===== src/rtl/pc_sequencer.sv =====
// Program-counter sequencer: drives reset, absolute jumps and jump targets for an
// external program counter, with a return-address stack for call/return.
module pc_sequencer #(
  parameter int D     = 12,
  parameter int DEPTH = 4
) (
  input  logic                         clk,
  input  logic                         reset,
  input  logic                         start,
  input  logic [D-1:0]                 prog_ctr,
  input  logic                         stall,
  input  logic                         br_taken,
  input  logic [D-1:0]                 br_target,
  input  logic                         call_en,
  input  logic [D-1:0]                 call_target,
  input  logic                         ret_en,
  input  logic                         halt_req,
  output logic                         pc_reset,
  output logic                         absjump_en,
  output logic [D-1:0]                 target,
  output logic                         running,
  output logic                         done,
  output logic                         fault,
  output logic [$clog2(DEPTH+1)-1:0]   ras_count
);

  localparam int CW = $clog2(DEPTH + 1);
  localparam int AW = (DEPTH > 1) ? $clog2(DEPTH) : 1;

  typedef enum logic [1:0] {
    IDLE   = 2'd0,
    RUN    = 2'd1,
    HALTED = 2'd2,
    FAULT  = 2'd3
  } state_t;

  state_t          state_q, state_d;
  logic [CW-1:0]   ras_count_q, ras_count_d;
  logic [D-1:0]    stack_q [DEPTH];
  logic [D-1:0]    stack_d [DEPTH];
  logic [AW-1:0]   push_idx;
  logic [AW-1:0]   top_idx;
  logic [D-1:0]    ret_addr;

  assign push_idx = AW'(ras_count_q);
  assign top_idx  = AW'(ras_count_q - CW'(1));
  // Return address wraps naturally at the top of the address space.
  assign ret_addr = prog_ctr + {{(D-1){1'b0}}, 1'b1};

  // State, occupancy and stack registers; reset discards all stack contents.
  always_ff @(posedge clk) begin
    if (reset) begin
      state_q     <= IDLE;
      ras_count_q <= {CW{1'b0}};
      for (int i = 0; i < DEPTH; i++) begin
        stack_q[i] <= {D{1'b0}};
      end
    end else begin
      state_q     <= state_d;
      ras_count_q <= ras_count_d;
      stack_q     <= stack_d;
    end
  end

  // Next-state and same-cycle program-counter control, one action per cycle.
  always_comb begin
    state_d     = state_q;
    ras_count_d = ras_count_q;
    stack_d     = stack_q;
    pc_reset    = 1'b0;
    absjump_en  = 1'b0;
    target      = {D{1'b0}};
    if (reset) begin
      pc_reset = 1'b1;
    end else begin
      case (state_q)
        IDLE: begin
          pc_reset = 1'b1;
          if (start) begin
            state_d = RUN;
          end else begin
            state_d = IDLE;
          end
        end
        RUN: begin
          if (halt_req) begin
            absjump_en = 1'b1;
            target     = prog_ctr;
            state_d    = HALTED;
          end else if (ret_en) begin
            absjump_en = 1'b1;
            if (ras_count_q != {CW{1'b0}}) begin
              target      = stack_q[top_idx];
              ras_count_d = ras_count_q - CW'(1);
            end else begin
              target  = prog_ctr;
              state_d = FAULT;
            end
          end else if (call_en) begin
            absjump_en = 1'b1;
            if (ras_count_q < CW'(DEPTH)) begin
              target            = call_target;
              stack_d[push_idx] = ret_addr;
              ras_count_d       = ras_count_q + CW'(1);
            end else begin
              target  = prog_ctr;
              state_d = FAULT;
            end
          end else if (br_taken) begin
            absjump_en = 1'b1;
            target     = br_target;
          end else if (stall) begin
            absjump_en = 1'b1;
            target     = prog_ctr;
          end else begin
            absjump_en = 1'b0;
          end
        end
        HALTED, FAULT: begin
          absjump_en = 1'b1;
          target     = prog_ctr;
        end
        default: begin
          state_d = IDLE;
        end
      endcase
    end
  end

  assign running   = (state_q == RUN);
  assign done      = (state_q == HALTED);
  assign fault     = (state_q == FAULT);
  assign ras_count = ras_count_q;

endmodule


===== config.mk =====
export PLATFORM = sky130hd
export DESIGN_NAME = pc_sequencer
export DESIGN_NICKNAME = d
export VERILOG_FILES = /design/src/rtl/pc_sequencer.sv
export SDC_FILE = /design/constraint.sdc
export NUM_CORES = 1
export LEC_CHECK = 0
export BUFFER_PORTS_ARGS = -buffer_cell sky130_fd_sc_hd__buf_2
export CORE_ASPECT_RATIO = 1.25
export CORE_UTILIZATION = 44
export CTS_BUF_LIST = sky130_fd_sc_hd__clkbuf_8
export CTS_CLUSTER_SIZE = 10
export DETAILED_ROUTE_END_ITERATION = 10
export MAX_ROUTING_LAYER = met4
export PLACE_DENSITY = 0.66
export SLEW_MARGIN = 25
export SYNTH_ARGS = -nofsm -noshare
export SYNTH_HDL_FRONTEND = slang
export SYNTH_SLANG_ARGS = --single-unit

===== constraint.sdc =====
create_clock -name clk -period 4.91 [get_ports clk]
set_clock_uncertainty 0.15 [all_clocks]
set_input_delay 0 -clock clk [delete_from_list [all_inputs] [get_ports clk]]
set_output_delay 0 -clock clk [all_outputs]
set_load 0.01 [all_outputs]

; ---- Word level (Yosys, flattened, before mapping)
; Cells that the tools add are included.
[word_totals]
out_inout_bits = 20
in_bits = 44
ff_bits = 53
[classes]
n_eq_ne = 7
add_sub_neg = 3
mux = 35
reduce_logical = 10
bitwise_logic = 4
order_cmp = 4
[ops]
columns = operator, count
row1 = $mux 12, 11
row2 = $bwmux 48, 1
row3 = $bmux 12 s2, 1
row4 = $demux 12 s2, 1
row5 = $pmux 12 s2, 1
row6 = $add 12x1->12 const B, 1
row7 = $mux 3, 4
row8 = $ne 4x4->1 const B, 3
row9 = $mux 2, 5
row10 = $reduce_and 5->1, 2
row11 = $mux 1, 9
row12 = $ge 3x3->1 const B, 2
row13 = $not 2->3, 2
row14 = $reduce_bool 2->1, 3
row15 = $eq 2x2->1 const B, 2
row16 = $pmux 2 s2, 1
row17 = $reduce_and 4->1, 1
row18 = $add 3x1->3 const B, 1
row19 = $lt 3x1->1 const B, 1
row20 = $lt 3x3->1 const B, 1
row21 = $reduce_bool 3->1, 1
row22 = $sub 3x1->3 const B, 1
row23 = $eq 2x1->1 const B, 1
row24 = $logic_not 2->1, 1
row25 = other kinds (5), 6

; ---- Longest topological paths before layout
; Gate-level depths: netlist of run 1.
[depth]
word_depth = 10
mapped_depth = 10

; ---- Least setup slack after synthesis of run 1
; OpenSTA, ideal clock, no wires.
[synth_path]
path_kind = register to output
from = register ras_count_q[0] (netlist: ras_count[0])
to = output target[4]
t_arrival_ps = 2213
path_stages_with_launch = 8
setup_slack_ps = 2547
required_time_ps = 4760
n_path_buf = 2
path_cell_list = dfxtp_1 buf_6 inv_1 ha_1 buf_2 mux4_2 a32o_1 a221o_1
[synth_via]
elab_chain_len = 10
[synth_rtl]
columns = element, line_no
row1 = "start, declared", 38  ; logic [CW-1:0] ras_count_q, ras_count_d;
row2 = "start signal, assigned", 54  ; ras_count_q <= {CW{1'b0}};
row3 = "start signal, assigned", 60  ; ras_count_q <= ras_count_d;
row4 = $sub 3x1->3, --
row5 = named net top_idx[0], 42  ; logic [AW-1:0] top_idx;
row6 = $not 2->3 (not written as such), 93  ; target = stack_q[top_idx];
row7 = $bmux 12 s2, 93
row8 = $mux 12 (not written as such) (2 in a row), 93
row9 = $mux 12, 92  ; if (ras_count_q != {CW{1'b0}}) begin
row10 = $mux 12, 90  ; end else if (ret_en) begin
row11 = $mux 12, 86  ; if (halt_req) begin
row12 = $pmux 12 s2, 76  ; case (state_q)
row13 = $mux 12, 73  ; if (reset) begin
row14 = "end, declared", 20  ; output logic [D-1:0] target,
; The timed path passes the listed nets, and every way through them passes these cells. The select of a mux whose other input is x is not followed.

; ---- Worst setup path in the final report of run 1
[layout_path]
from = register ras_count_q[0] (netlist: ras_count[0])
to = output target[10]
; The elaborated chain is that of the path after synthesis.

==> results of run 1 <==
-- cell families (layout without fill, tap and decap cells) --
logic type                 count (synthesis)  count (layout)  share of synthesized area
DFF                                       53              53                      0.316
buffers and inverters                     43              80                     0.0852
AOI/OAI and AO/OA                         90              90                      0.207
muxes                                     29              29                      0.137
adders and majority gates                  6               6                     0.0223
and+or+nand+nor                          138             138                      0.205
xor gates and xnor gates                  11              11                     0.0287
-- where the power goes --
group	total (uW)	switching [uW]	internal (uW)
combinational	158	93.6	64.5
sequential	447	11.8	435
clock	250	148	102
-- routing by layer --
metal	part of all wire	vias up
met5	0	-
met4	0.018	0
met3	0.041	10
met2	0.51	86
met1	0.43	1351
li1	-	1448
-- sequential cells by signal, indices dropped and copies added (netlist names) --
| name | cells |
|---|---|
| stack_q | 48 |
| ras_count | 3 |
| state_q | 2 |
-- synthesized netlist by cell type, drive strengths merged (4+ instances only) --
cell type | instances | area, um^2
a32o | 5 | 50.1
a211oi | 42 | 315
mux2i | 17 | 170
nor3 | 5 | 25.0
ha | 6 | 75.1
nand2 | 33 | 124
a21oi | 10 | 50.1
dfxtp | 53 | 1060
a221o | 10 | 100
clkbuf | 14 | 57.6
nor2 | 60 | 225
nand3 | 13 | 70.1
mux4 | 12 | 289
nor4 | 4 | 40.0
xor2 | 4 | 35.0
a21o | 6 | 45.0
inv | 5 | 18.8
buf | 23 | 201
nor3b | 7 | 68.8
xnor2 | 7 | 61.3
-- layout make-up --
class | instances | area [um^2]
flip-flops and latches | 53 | 1060
well taps | 92 | 115
clock buffers | 5 | 68.8
repair buffers | 67 | 353
inverters | 5 | 18.8
clock inverters | 3 | 21.3
fillers | 726 | 3750
multi-input cells | 274 | 2010
-- per-stage QoR --
step	setup WS [ns]	instance area [um^2]	power [uW]	hold WS, ns	std cells
4_1_cts	1.39	3650	864	0.0253	499
6_report	1.44	3650	855	0.0357	499
3_3_place_gp	1.82	3530	609	0.184	488
2_1_floorplan	2.55	3360	562	-0.00565	370
5_1_grt	1.22	3650	890	0.0611	499
3_5_place_dp	1.73	3530	611	0.198	488
-- worst max-delay path: stages (launching register included) --
cell     delay, ns
dfxtp_1       0.89
inv_1         0.24
ha_1          0.77
mux4_2        0.58
nand2_1       0.08
nand3_1       0.07
a32o_1        0.26
buf_2         0.13
-- worst max-delay path by stage --
stage                       to  slack (ns)
floorplan            target[4]        2.55
global placement    target[10]        1.82
detailed placement  target[10]        1.73
CTS                 target[10]        1.39
global route        target[10]        1.22
finish              target[10]        1.44
-- cells in the final DEF (no fill, tap or decap), types with 4 or more instances in the layout --
| master | Yosys | final |
|---|---|---|
| a21oi_1 | 10 | 10 |
| inv_1 | 5 | 5 |
| nand3_1 | 12 | 12 |
| a211oi_1 | 42 | 42 |
| mux2i_1 | 17 | 17 |
| nor3_1 | 5 | 5 |
| a32o_1 | 5 | 5 |
| nor3b_1 | 5 | 5 |
| a21o_1 | 6 | 6 |
| xnor2_1 | 7 | 7 |
| nor2_1 | 60 | 60 |
| dfxtp_1 | 53 | 53 |
| mux4_1 | 5 | 5 |
| clkbuf_8 | 0 | 5 |
| mux4_2 | 7 | 7 |
| buf_2 | 5 | 63 |
| ha_1 | 6 | 6 |
| nand2_1 | 33 | 33 |
| a221o_1 | 10 | 10 |
| xor2_1 | 4 | 4 |
==> out/qor.csv, run 1 <==
metric,value,unit
status,"finished, final reports clean",
routed_wl,8410,um
power_leakage,0.00132,uW
cp_max_fo,16,
hold_violations,0,
min_to,ras_count[1],
hold_path.class,in -> reg,
hold_depth,4,
grt_pass1_wl,13400,um
drv_slew,0,
syn-num-nets,420,
fmax,0.288,GHz
fin_crit,3.47,ns
startpoint,ras_count[0],
grt_overflow,0,
drt-initial-drc-count,120,
die_x,80.2,um
cts_root_buf,clkbuf_8,
areaGrowthSynthToFinish,8.63,%
firstDrtPassIters,4,
worstSetupPathType,reg -> out,
portBuffers,63,
use_met3,0.0349,
async_flop_share,0,
end_kind,output pin,
grt_max_degree,64,
vias,2895,
grt_pass1_vias,2688,
diodes,0,
avgSynthCellArea,9.09,um^2
grtUsageMet2,0.377,
cts_setup_buffers,0,
cap_violations,0,
dieArea,0.00800,mm^2
setup_tns,0,ns
yosysUniqueCellTypes,49,
nets,456,
timing.final.crit_share,0.707,
relSlewSlack,0.329,
num_rows,35,
reg2reg_to,stack_q[40],
grt.busiest_layer,met2,
hpwl,6070,um
coreArea,0.00740,mm^2
fin_util,0.493,
ir_drop,0.130,mV
post_drt_via_cell_ratio,5.80,
cts_sinks,53,
r2r_cells,6,
syn_inst,370,
clkTransAtPathRegs,0.10,ns
wl_per_cell,16.8,um
antenna_left,0,
synthFlopType,dfxtp_1,
crit_required,4.76,ns
ys_ff_latch,53,
cp.arrival,3.32,ns
grt_usage,0.223,
hp-start,ret_en,
power_per_cell_area,234,mW/mm^2
rsz0062_at_grt,false,
ios,64,
clock_path_buffers,2,
clk_latency,0.31,ns
routabilityCongestion,0.860,
syn_area,0.00336,mm^2
cts_tree,yes,
cts_resized,0,
r2r_setup_slack,1.93,ns
startpoint_type,register,
die_h,99.7,um
tightestPinTransition,1.00,ns
start_util,0.454,
layout-drive-gt1-share,0.214,
reg2reg_from,ras_count[0],
h-tree-depth,2,
ys_warn_count,0,
cts_buffers,5,
drc,0,
use_met1,0.267,
ys_seq_area_frac,0.316,
cts_hold_buf,3,
finalSetupViolations,0,
synth-edff-count,0,
antenna_found_initial,0,
(Power assumes the default switching activity.)
==> run 2, diff against run 1 <==
--- a/config.mk
+++ b/config.mk
@@ -5,6 +5,7 @@
 export SDC_FILE = /design/constraint.sdc
 export NUM_CORES = 1
 export LEC_CHECK = 0
+export ABC_AREA = 1
 export BUFFER_PORTS_ARGS = -buffer_cell sky130_fd_sc_hd__buf_2
 export CORE_ASPECT_RATIO = 1.25
 export CORE_UTILIZATION = 44
@@ -12,7 +13,7 @@
 export CTS_CLUSTER_SIZE = 10
 export DETAILED_ROUTE_END_ITERATION = 10
 export MAX_ROUTING_LAYER = met4
-export PLACE_DENSITY = 0.66
+export PLACE_DENSITY = 0.67
 export SLEW_MARGIN = 25
 export SYNTH_ARGS = -nofsm -noshare
 export SYNTH_HDL_FRONTEND = slang
==> constraint.sdc (replaced) <==
create_clock -name clk -period 2.9 [get_ports clk]
set_clock_uncertainty 0.15 [all_clocks]
set_input_delay 0 -clock clk [delete_from_list [all_inputs] [get_ports clk]]
set_output_delay 0 -clock clk [all_outputs]
set_load 0.01 [all_outputs]
==> run 2 against run 1 <==
Compared with the run above: worst hold slack better by 0.0037 ns; critical endpoint is now target[5]; non-clock buffer count up 4; via count is 41% higher; critical path type unchanged; routed wire length rose by 30%; setup slack worse by 0.99 ns.
==> out/qor.csv, run 2 <==
metric,value,unit
cp_common_cell,nand3_1,
worst_hold_slack,0.0394,ns
grtUsageMet2,0.419,
die_x,85.7,um
finalSetupViolations,0,
min_to,stack_q[29],
ys_warn_count,0,
worstSetupPathType,reg -> out,
die_h,107,um
use_met3,0.0239,
fin_util,0.510,
crit_path_max_incr_delay,0.38,ns
ios,64,
clk_latency,0.31,ns
fmax,0.409,GHz
firstDrtPassIters,7,
synth-edff-count,0,
grt_pass1_wl,18400,um
synth_top_area_frac,0.276,
portBuffers,63,
syn_area,0.00385,mm^2
fin_crit,2.45,ns
drv_slew,0,
ys_seq_area_frac,0.276,
cp.arrival,2.30,ns
vias,4078,
ys_top_cells_by_area,"dfxtp_1, nand2_1, nand3_1, inv_1, a21oi_1",
clkTransAtPathRegs,0.09,ns
areaGrowthSynthToFinish,11.0,%
final_common_cell,nand2_1,
drt-initial-drc-count,387,
synth_common_cells,"nand2_1, inv_1, nand3_1, a21oi_1, dfxtp_1",
final_cell_mix,"nand2_1, inv_1, buf_2",
wl_per_cell,13.8,um
coreArea,0.00838,mm^2
grt_pass1_vias,3780,
setup_tns,0,ns
start_util,0.459,
hp-start,prog_ctr[5],
nFillCells,887,
diodes,0,
cts_setup_buffers,0,
rsz0062_at_grt,false,
syn-num-nets,680,
power_leakage,0.00208,uW
routabilityCongestion,0.924,
worstPathCellList,inv_1 -> ha_1 -> inv_1 -> nand3_1 -> nand3_1 -> nand2_1 -> nand3_1 -> nand2_1 -> a21oi_1 -> buf_2,
r2r_setup_slack,0.62,ns
hold_violations,0,
cp_num_buf_inv,3,
grt_usage,0.259,
power_per_cell_area,386,mW/mm^2
hpwl,8120,um
clock_path_buffers,2,
antenna_found_initial,0,
startpoint_type,register,
avgSynthCellArea,6.11,um^2
cp_max_fo,12,
layout-drive-gt1-share,0.177,
cts_buffers,5,
dp.cells,781,
antenna_left,0,
grt_overflow,0,
dieArea,0.00913,mm^2
h-tree-depth,2,
top_register,stack_q,
reg2reg_to,stack_q[41],
nets,723,
yosysUniqueCellTypes,42,
drc,0,
cts_root_buf,clkbuf_8,
cts_resized,0,
finalPower,1650,uW
final_cells,791,
routed_wl,10900,um
grt.busiest_layer,met2,
cts_sinks,53,
ir_drop,0.185,mV
synth_area_leader_cell,dfxtp_1,
async_flop_share,0,
status,"finished, final reports clean",
yosysMostFrequentCell,nand2_1,
num_rows,37,
syn_inst,630,
tightestPinTransition,0.577,ns
hold_path.class,in -> reg,
end_kind,output pin,
crit_required,2.75,ns
post_drt_via_cell_ratio,5.16,
relSlewSlack,0.615,
reg2reg_from,state_q[1],
cap_violations,0,
slowest_stage,dfxtp_1,
timing.final.crit_share,0.844,
grt_max_degree,46,
hold_depth,4,
synthFlopType,dfxtp_1,
cts_tree,yes,
ys_ff_latch,53,
critical-path-top-delay-family,buffers and inverters,
use_met1,0.331,
largest_register_ffs,48,
r2r_cells,9,
==> run 2: cell types whose count changed after synthesis, moves of 10 or more <==
cell      before  now
mux2i_1       17    0
inv_1          5   72
a21oi_1       10   53
o21ai_0        1   15
nor2_1        60   44
inv_2          0   14
nand3_1       12   55
a221o_1       10    0
o21ai_1        0   48
nand2_1       33  175
a211oi_1      42    0
==> run 2: worst max-delay path by stage <==
stage / startpoint / end / slack (ns) / cells after the start
final: ras_count[1] / target[5] / 0.45 / 10
after global routing: ras_count[1] / target[5] / 0.33 / 10
after CTS: ras_count[1] / target[5] / 0.47 / 10
after detailed placement: state_q[1] / stack_q[41] / 0.67 / 9
after global placement: state_q[1] / stack_q[41] / 0.70 / 9
after floorplan: ras_count[0] / target[2] / 0.65 / 12
==> run 2: power breakdown <==
group          internal, uW  leakage [uW]  switching [uW]
combinational           165       0.00160             325
sequential              743      0.000428            21.7
clock                   162     0.0000519             235
total                  1070       0.00208             581
==> run 2: final cells by class <==
cell class              instances  area (um^2)  share of cell area
clock buffers                   5         68.8              0.0161
multi-input cells             449         2250               0.527
flip-flops and latches         53         1060               0.248
well taps                     117          146              0.0343
repair buffers                 71          380              0.0890
clock inverters                 3         11.3             0.00264
inverters                      93          355              0.0832
==> run 2: layer usage <==
metal	vias to the layer above	share of wire
met3	22	0.038
met5	-	0
met4	0	0.028
met1	1829	0.47
li1	2093	-
met2	134	0.47
==> run 2: cells by family (layout without fill, tap and decap cells) <==
logic type | after synthesis | in the layout | share of synthesized area
AO/OA/AOI/OAI | 142 | 142 | 0.211
flip-flops | 53 | 53 | 0.276
XOR/XNOR | 8 | 8 | 0.0202
AND/OR/NAND/NOR | 293 | 293 | 0.333
adder cells (fa/ha/maj) | 6 | 6 | 0.0195
buffers and inverters | 128 | 172 | 0.140
==> run 2: worst min-delay path: cells and delay by family <==
kind,cells,cell delay (ns)
buffers and inverters,2,0.26
AOI/OAI and AO/OA,1,0.07
xor gates and xnor gates,1,0.12
==> run 2: per-stage QoR <==
stage | instance area [um^2] | setup slack (ns)
2_1_floorplan | 3850 | 0.652
6_report | 4270 | 0.453
3_3_place_gp | 4170 | 0.704
5_1_grt | 4270 | 0.332
3_5_place_dp | 4170 | 0.673
4_1_cts | 4270 | 0.474
==> run 2: timing repair <==
action | 4_1_cts | 5_1_grt
hold endpoints to repair | 2 | 0
endpoints found under the setup margin | 0 | 0
hold buffers | 2 | 0
==> run 3, diff against run 2 <==
--- a/config.mk
+++ b/config.mk
@@ -13,7 +13,6 @@
 export CTS_CLUSTER_SIZE = 10
 export DETAILED_ROUTE_END_ITERATION = 10
 export MAX_ROUTING_LAYER = met4
-export PLACE_DENSITY = 0.67
 export SLEW_MARGIN = 25
 export SYNTH_ARGS = -nofsm -noshare
 export SYNTH_HDL_FRONTEND = slang
==> constraint.sdc (replaced) <==
create_clock -name clk -period 2.39 [get_ports clk]
set_clock_uncertainty 0.15 [all_clocks]
set_input_delay 0 -clock clk [delete_from_list [all_inputs] [get_ports clk]]
set_output_delay 0 -clock clk [all_outputs]
set_load 0.01 [all_outputs]
==> run 3 against run 2 <==
Compared with the run above: cell count grew 1.1%; sequential share of layout area is 0.58 points lower; sequential cell count is the same.
==> out/qor.csv, run 3 (same netlist as run 2, synthesis figures left out) <==
metric,value,unit
nFillCells,884,
cts_sinks,53,
drt-initial-drc-count,216,
drv_slew,0,
vias,4010,
dieArea,0.00913,mm^2
cp_max_fo,7,
diodes,0,
drc,0,
status,"finished, final reports clean",
final_common_cell,nand2_1,
cp.arrival,2.12,ns
firstDrtPassIters,5,
reg2reg_to,ras_count[0],
crit_required,2.24,ns
dpl_worst_slack,0.403,ns
final_cell_mix,"nand2_1, inv_1, buf_2",
timing.final.crit_share,0.951,
routabilityCongestion,0.965,
antenna_found_initial,0,
hp-start,prog_ctr[10],
die_h,107,um
hold_violations,0,
cts_buffers,5,
grt_max_degree,47,
antenna_left,0,
hold_path.class,in -> reg,
num_rows,37,
top_register,stack_q,
r2r_setup_slack,0.54,ns
grt_overflow,0,
clock_path_buffers,2,
power_leakage,0.00211,uW
clkTransAtPathRegs,0.10,ns
relSlewSlack,0.676,
areaGrowthSynthToFinish,13.6,%
tightestPinTransition,0.486,ns
startpoint_type,register,
portBuffers,63,
finalSetupViolations,0,
coreArea,0.00838,mm^2
cts_root_buf,clkbuf_8,
reg2reg_from,ras_count[1],
h-tree-depth,2,
ios,64,
fin_crit,2.27,ns
wl_per_cell,13.8,um
end_kind,output pin,
hold_depth,5,
grt_usage,0.262,
grt_pass1_wl,18400,um
post_drt_via_cell_ratio,5.01,
layout-drive-gt1-share,0.195,
die_x,85.7,um
start_util,0.459,
nets,732,
cap_violations,0,
ir_drop,0.253,mV
min_to,stack_q[46],
hpwl,8220,um
setup_ws,0.116,ns
clk_latency,0.32,ns
worst_hold_slack,0.0199,ns
largest_register_ffs,48,
worstSetupPathType,reg -> out,
fin_util,0.522,
cts_tree,yes,
grt_pass1_vias,3610,
routed_wl,11000,um
power_per_cell_area,479,mW/mm^2
r2r_cells,9,
fmax,0.440,GHz
==> run 3: stage by stage <==
step           instance area, um^2  setup TNS (ns)  std cells  power [uW]
2_1_floorplan                 3850               0        630        1340
3_3_place_gp                  4200               0        785        1540
3_5_place_dp                  4200               0        785        1550
4_1_cts                       4320               0        796        2080
5_1_grt                       4380         -0.0119        800        2220
6_report                      4380               0        800        2090
==> run 3: worst max path at each step <==
| stage | endpoint | from |
|---|---|---|
| floorplan | target[2] | ras_count[0] |
| global placement | ras_count[0] | ras_count[1] |
| detailed placement | ras_count[0] | ras_count[1] |
| CTS | target[10] | ras_count[1] |
| global route | target[2] | ras_count[1] |
| finish | target[2] | ras_count[1] |
==> run 3: routing by layer <==
layer / vias to the layer above / track usage / wire (um)
li1: 2104 / - / -
met1: 1760 / 0.343 / 5080
met2: 135 / 0.427 / 5270
met3: 11 / 0.0254 / 475
met4: 0 / 0.0786 / 172
met5: - / - / 0
==> run 3: critical path, stage by stage, from the launching register on <==
cell and delay [ns]:
dfxtp_1 0.38, inv_1 0.10, ha_1 0.36, clkinvlp_4 0.19
buf_4 0.18, nand3_1 0.07, nand3_1 0.11, nand3_1 0.10
nand2_1 0.05, nand2_1 0.05, a21oi_1 0.06, buf_2 0.16
==> run 3: where the power goes <==
group | internal [uW] | switching (uW)
registers | 902 | 12.7
clock network | 206 | 334
logic | 228 | 411
total | 1340 | 758
==> run 3: cell type report <==
cell class / instances / area (um^2) / area share
clock inverter: 3 / 22.5 / 0.00515
multi-input combinational: 449 / 2260 / 0.517
inverter: 93 / 359 / 0.0821
timing repair buffer: 80 / 454 / 0.104
tap: 117 / 146 / 0.0335
sequential: 53 / 1060 / 0.242
clock buffer: 5 / 68.8 / 0.0157
==> run 3: repair_timing <==
item                       CTS  global route
setup endpoints to repair    0            11
hold endpoints to repair     3             0
hold buffers                 3             0
resized for setup            0             5
buffers inserted             0             4
